## src/rtl/cmp_arbiter.sv

```systemverilog
// cmp_arbiter: round-robin controller sharing one combinational branch
// comparator between the branch unit (requester 0) and the set-less-than
// unit (requester 1).
//
// Ports:
//   clk, rst                       rising-edge clock, synchronous active-high reset
//   reqN_valid/reqN_ready          request handshake (ready only in IDLE, for the winner)
//   reqN_a, reqN_b, reqN_op        operands and 3-bit compare op
//   cmp_a, cmp_b, cmp_un           registered operands / unsigned select to comparator
//   cmp_eq, cmp_lt                 comparator flags
//   rsp_valid/rsp_ready            response handshake
//   rsp_id, rsp_result             owner of the result and decoded outcome
//   rsp_eq, rsp_lt                 raw sampled comparator flags
//   perf_cnt0, perf_cnt1           saturating accept counters (CMP_ARB_PERF_EN only)
//
// Optional feature macro: CMP_ARB_PERF_EN adds the two 16-bit accept counters.
module cmp_arbiter #(
  parameter int XLEN = 32
) (
  input  logic            clk,
  input  logic            rst,
  input  logic            req0_valid,
  output logic            req0_ready,
  input  logic [XLEN-1:0] req0_a,
  input  logic [XLEN-1:0] req0_b,
  input  logic [2:0]      req0_op,
  input  logic            req1_valid,
  output logic            req1_ready,
  input  logic [XLEN-1:0] req1_a,
  input  logic [XLEN-1:0] req1_b,
  input  logic [2:0]      req1_op,
  output logic [XLEN-1:0] cmp_a,
  output logic [XLEN-1:0] cmp_b,
  output logic            cmp_un,
  input  logic            cmp_eq,
  input  logic            cmp_lt,
  output logic            rsp_valid,
  input  logic            rsp_ready,
  output logic            rsp_id,
  output logic            rsp_result,
  output logic            rsp_eq,
  output logic            rsp_lt
`ifdef CMP_ARB_PERF_EN
  ,
  output logic [15:0]     perf_cnt0,
  output logic [15:0]     perf_cnt1
`endif
);

  typedef enum logic [1:0] {S_IDLE, S_CMP, S_RESP} state_t;

  state_t          r_state;
  state_t          w_next_state;
  logic            w_gnt0;
  logic            w_gnt1;
  logic            w_accept;
  logic [XLEN-1:0] w_sel_a;
  logic [XLEN-1:0] w_sel_b;
  logic [2:0]      w_sel_op;

  logic [XLEN-1:0] r_cmp_a;
  logic [XLEN-1:0] r_cmp_b;
  logic            r_cmp_un;
  logic [2:0]      r_op;
  logic            r_id;
  logic            r_last_grant;
  logic            r_rsp_eq;
  logic            r_rsp_lt;
  logic            r_rsp_result;

  // Unsigned compare for SLTU, BLTU, BGEU.
  function automatic logic f_is_unsigned(input logic [2:0] op);
    f_is_unsigned = (op == 3'b011) || (op == 3'b110) || (op == 3'b111);
  endfunction

  // Map comparator flags onto the taken/set outcome of the op.
  function automatic logic f_decode(input logic [2:0] op, input logic eq, input logic lt);
    case (op)
      3'b000:         f_decode = eq;
      3'b001:         f_decode = !eq;
      3'b101, 3'b111: f_decode = !lt;
      default:        f_decode = lt;
    endcase
  endfunction

  always_comb begin
    w_next_state = r_state;
    w_gnt0       = 1'b0;
    w_gnt1       = 1'b0;
    case (r_state)
      S_IDLE: begin
        // On a tie the requester not named by last_grant wins.
        if (req0_valid && req1_valid) begin
          w_gnt0 = r_last_grant;
          w_gnt1 = !r_last_grant;
        end else begin
          w_gnt0 = req0_valid;
          w_gnt1 = req1_valid;
        end
        if (w_gnt0 || w_gnt1) w_next_state = S_CMP;
      end
      S_CMP:   w_next_state = S_RESP;
      S_RESP:  if (rsp_ready) w_next_state = S_IDLE;
      default: w_next_state = S_IDLE;
    endcase
  end

  assign w_accept = w_gnt0 | w_gnt1;
  assign w_sel_a  = w_gnt1 ? req1_a  : req0_a;
  assign w_sel_b  = w_gnt1 ? req1_b  : req0_b;
  assign w_sel_op = w_gnt1 ? req1_op : req0_op;

  // Ready is suppressed while reset is asserted so nothing appears accepted.
  assign req0_ready = w_gnt0 & ~rst;
  assign req1_ready = w_gnt1 & ~rst;

  always_ff @(posedge clk) begin
    if (rst) begin
      r_state      <= S_IDLE;
      r_cmp_a      <= '0;
      r_cmp_b      <= '0;
      r_cmp_un     <= 1'b0;
      r_op         <= 3'b000;
      r_id         <= 1'b0;
      r_last_grant <= 1'b1;
      r_rsp_eq     <= 1'b0;
      r_rsp_lt     <= 1'b0;
      r_rsp_result <= 1'b0;
    end else begin
      r_state <= w_next_state;
      // Accept stage: capture the winner's operands for the comparator.
      if (w_accept) begin
        r_cmp_a      <= w_sel_a;
        r_cmp_b      <= w_sel_b;
        r_cmp_un     <= f_is_unsigned(w_sel_op);
        r_op         <= w_sel_op;
        r_id         <= w_gnt1;
        r_last_grant <= w_gnt1;
      end
      // Compare stage: comparator flags settle from the registered operands.
      if (r_state == S_CMP) begin
        r_rsp_eq     <= cmp_eq;
        r_rsp_lt     <= cmp_lt;
        r_rsp_result <= f_decode(r_op, cmp_eq, cmp_lt);
      end
    end
  end

  assign cmp_a      = r_cmp_a;
  assign cmp_b      = r_cmp_b;
  assign cmp_un     = r_cmp_un;
  assign rsp_valid  = (r_state == S_RESP);
  assign rsp_id     = r_id;
  assign rsp_result = r_rsp_result;
  assign rsp_eq     = r_rsp_eq;
  assign rsp_lt     = r_rsp_lt;

`ifdef CMP_ARB_PERF_EN
  logic [15:0] r_perf_cnt0;
  logic [15:0] r_perf_cnt1;

  always_ff @(posedge clk) begin
    if (rst) begin
      r_perf_cnt0 <= '0;
      r_perf_cnt1 <= '0;
    end else begin
      if (w_gnt0 && (r_perf_cnt0 != 16'hFFFF)) r_perf_cnt0 <= r_perf_cnt0 + 16'd1;
      if (w_gnt1 && (r_perf_cnt1 != 16'hFFFF)) r_perf_cnt1 <= r_perf_cnt1 + 16'd1;
    end
  end

  assign perf_cnt0 = r_perf_cnt0;
  assign perf_cnt1 = r_perf_cnt1;
`endif

endmodule
```

## config.mk

```make
export PLATFORM = sky130hd
export DESIGN_NAME = cmp_arbiter
export DESIGN_NICKNAME = d
export VERILOG_FILES = /design/src/rtl/cmp_arbiter.sv
export SDC_FILE = /design/constraint.sdc
export NUM_CORES = 1
export LEC_CHECK = 0
export CAP_MARGIN = 20
export CORE_ASPECT_RATIO = 1.1
export CORE_MARGIN = 10
export CORE_UTILIZATION = 35
export CTS_CLUSTER_SIZE = 8
export DETAILED_ROUTE_END_ITERATION = 10
export HOLD_SLACK_MARGIN = 0.08
export PLACE_DENSITY = 0.89
export SLEW_MARGIN = 20
export SYNTH_ARGS = -nofsm -noshare
export SYNTH_HDL_FRONTEND = slang
export SYNTH_SLANG_ARGS = --single-unit
```

## constraint.sdc

```tcl
create_clock -name clk -period 2.45 [get_ports clk]
set_clock_uncertainty 0.15 [all_clocks]
set_input_delay 0.49 -clock clk [delete_from_list [all_inputs] [get_ports clk]]
set_output_delay 0.49 -clock clk [all_outputs]
set_load 0.02 [all_outputs]
```

==> summary.txt <==
Clk pin slew, worst setup/hold paths -> 0.07 ns
Max Clk Rate -> 434 MHz
Arr. time, crit path -> 1.66 ns
final hold vios -> 0
routed len/inst -> 17.3 um
Final Non-Filler Cells -> 732
Starting DRT DRC Count -> 141
type of origin of the critical path -> register
Final GP Congestion -> 0.852
Power Total -> 3470 uW
Starting Density -> 36.3%
number of cells produced by synthesis -> 420
Critical Path RT -> 1.81 ns
Core Area -> 8960 um^2
slowest stage delay, CP -> 0.66 ns
unrepaired setup endpoints after global routing -> false
# IOs -> 213
hold endpoint -> rsp_id$_SDFFE_PP0P_
gr usage total -> 17.9%
sequential fraction of the synthesis area -> 46.2%
largest net degree at the start of global routing -> 70
post-synthesis simple-gate area fraction -> 26.4%
std cell rows -> 36
r2r endpoint -> cmp_b[12]$_SDFFE_PP0P_
Clock Sinks -> 75
die width -> 112 um
pwr dens -> 612 nW/um^2
hpwl dp -> 9830 um
final period utilization -> 94.0%
Worst Reg2Reg Path Length in Cells -> 4
Synth area leaders -> dfxtp_1 (46%), a311oi_1 (18%), nand2_1 (16%)
Seq cells post-synth -> 75
Vias -> 3773
# fillers -> 758
DRT antenna net count -> 0
grt ovf -> 0
Relative slew margins -> 51.8%
hold crit path type -> reg -> reg
Cell Chain, Critical Path -> buf_4 > nor2b_1 > clkdlybuf4s50_1
die area -> 13500 um^2
dpl cells -> 721
Compound-Gate Fraction of Synth Area -> 20.7%
area share of the largest cell type after synthesis -> 46.2%
family with the most delay on the worst path -> buffers and inverters
area delta synth->final -> 74.2%
I/O Buffers -> 212
main combinational cell family by area after synthesis -> simple AND/OR/NAND/NOR gates
Die Span Y -> 121 um
post-synthesis adder-cell area fraction -> 0%
layout cells sized above 1 -> 5.34%
First-pass DRT Iterations -> 4
CTS H-tree depth -> 3
Mean Syn Cell Area -> 7.74 um^2
Mapped Nets -> 561
DRC Markers -> 0
XOR/XNOR Fraction of Synth Area -> 0%
final wirelength -> 12700 um
status -> completed
Crit. End Element -> output pin
final-stage net count -> 759
CTS tree -> done
# Post-CTS Setup Buffers -> 0
Syn Std Cell Area -> 3250 um^2
min-delay src -> rsp_id$_SDFFE_PP0P_
setup slack, reg-to-reg -> 0.48 ns
area leader, netlist -> dfxtp_1
worst path bufs/invs -> 2
Slew Viols, Final -> 0
Syn. warnings -> 0
n_diodes -> 0
worst hold path depth -> 2
Reg2Reg Launch Point -> r_last_grant$_SDFFE_PP1P_
Critical-path top delay cell -> clkdlybuf4s50_1
clock buffer depth -> 2
WS Path Type -> reg -> out
CTS buffer count -> 9
maxcap violations -> 0
Setup-failing EPs final -> 0
Worst-Skew Late Latency -> 0.33 ns
post-synthesis mux area share -> 0.924%
initial antenna violation count -> 0
worst-path maximum fanout -> 6
hold_buf cts -> 0
Leakage Power -> 0.00220 uW
vias in the first global route -> 3996
Max VDD drop -> 318 uV
Yosys cell types -> 24
clock root buffer -> clkbuf_8
Avg Vias per Cell -> 5.15
measured slew at the worst slew-check pin -> 0.723 ns
minimum clock period -> 2.30 ns
first-pass GRT wire length -> 20200 um
-- synth_stat cells --
library cell	count
a211o_1	1
a211oi_1	1
a21o_1	1
a21oi_1	2
a21oi_2	1
a221oi_1	1
a311oi_1	68
buf_1	4
buf_2	6
buf_6	3
clkbuf_1	26
dfxtp_1	75
inv_1	3
mux2i_1	3
nand2_1	136
nand2b_1	2
nor2_1	74
nor2b_1	3
nor3_1	2
nor4_1	2
nor4b_1	1
o211ai_1	2
o21ai_0	2
or3b_1	1
-- sequential cells by signal (all words and copies together) (netlist names), 2 cells and up --
| signal | count |
|---|---|
| cmp_a | 32 |
| cmp_b | 32 |
| r_op | 3 |
| r_state | 2 |
-- worst max-delay path by stage --
stage,startpoint,end,cells after the start
6_report,r_state[1]$_SDFFE_PP0P_,rsp_valid,3
5_1_grt,r_state[1]$_SDFFE_PP0P_,rsp_valid,3
4_1_cts,req1_valid,req1_ready,5
3_5_place_dp,req1_valid,req1_ready,5
3_3_place_gp,req1_valid,req1_ready,5
2_1_floorplan,req1_valid,req1_ready,5
-- stage by stage --
stage          worst slack, ns  util [%]  area [um^2]  hold WS (ns)  setup TNS (ns)
2_1_floorplan            0.154         -         3250         0.340               0
3_3_place_gp            -0.420      61.5         5520         0.296          -0.694
3_5_place_dp            -0.473      61.5         5520         0.304           -4.51
4_1_cts                0.00183      63.1         5650         0.314               0
5_1_grt                 0.0718      63.2         5660         0.338               0
6_report                 0.146      63.2         5660         0.311               0
-- cell families (layout without fill, tap and decap cells) --
| kind of cell | count (synthesis) | count (layout) |
|---|---|---|
| AO/OA/AOI/OAI | 79 | 79 |
| buffers and inverters | 42 | 240 |
| flip-flops | 75 | 75 |
| multiplexers | 3 | 3 |
| AND/OR/NAND/NOR | 221 | 221 |
-- metal layers --
layer | vias to the layer above | share of wire, % | wire length (um) | GRT usage, %
li1 | 1848 | - | - | -
met2 | 161 | 52 | 6530 | 32.9
met1 | 1741 | 37 | 4680 | 17.6
met3 | 23 | 9.1 | 1160 | 7.12
met4 | 0 | 2.2 | 280 | 7.07
met5 | - | 0 | 0 | 0
-- repair_timing --
item                                    in CTS  in global routing
pin swaps                                    0                  1
hold endpoints to repair                     0                  0
resized for setup                            6                  7
endpoints found under the setup margin       2                  2
-- power breakdown --
part	internal (uW)	switching, uW
clock network	365	393
logic	633	613
registers	1380	86.5
total	2370	1090
-- cell type report --
| type | count | area, um^2 | share of cell area [%] |
|---|---|---|---|
| multi-input cells | 303 | 1580 | 27.9 |
| inverters | 3 | 11.3 | 0.199 |
| well taps | 114 | 143 | 2.52 |
| clock buffers | 10 | 138 | 2.43 |
| repair buffers | 226 | 2280 | 40.3 |
| clock inverters | 1 | 5.00 | 0.0884 |
| flip-flops and latches | 75 | 1500 | 26.5 |
-- worst reg2reg max path: stages (launching register included) --
cell and delay (ns):
dfxtp_1 0.43, a21o_2 0.18, buf_4 0.56, nand2_1 0.18
a311oi_1 0.36
-- cells in the final DEF (no fill, tap or decap), drive strengths merged --
cell type	instances
nand2b	2
clkbuf	11
a21o	1
nand2	136
a21oi	3
mux2i	3
nor4b	1
a211o	1
inv	3
nor2b	3
a211oi	1
nor2	74
o21ai	2
or3b	1
nor4	2
dlymetal6s2s	1
clkinv	1
a221oi	1
clkdlybuf4s50	208
dfxtp	75
a311oi	68
buf	16
o211ai	2
nor3	2
Note: power is estimated with default switching activity, not from simulation.
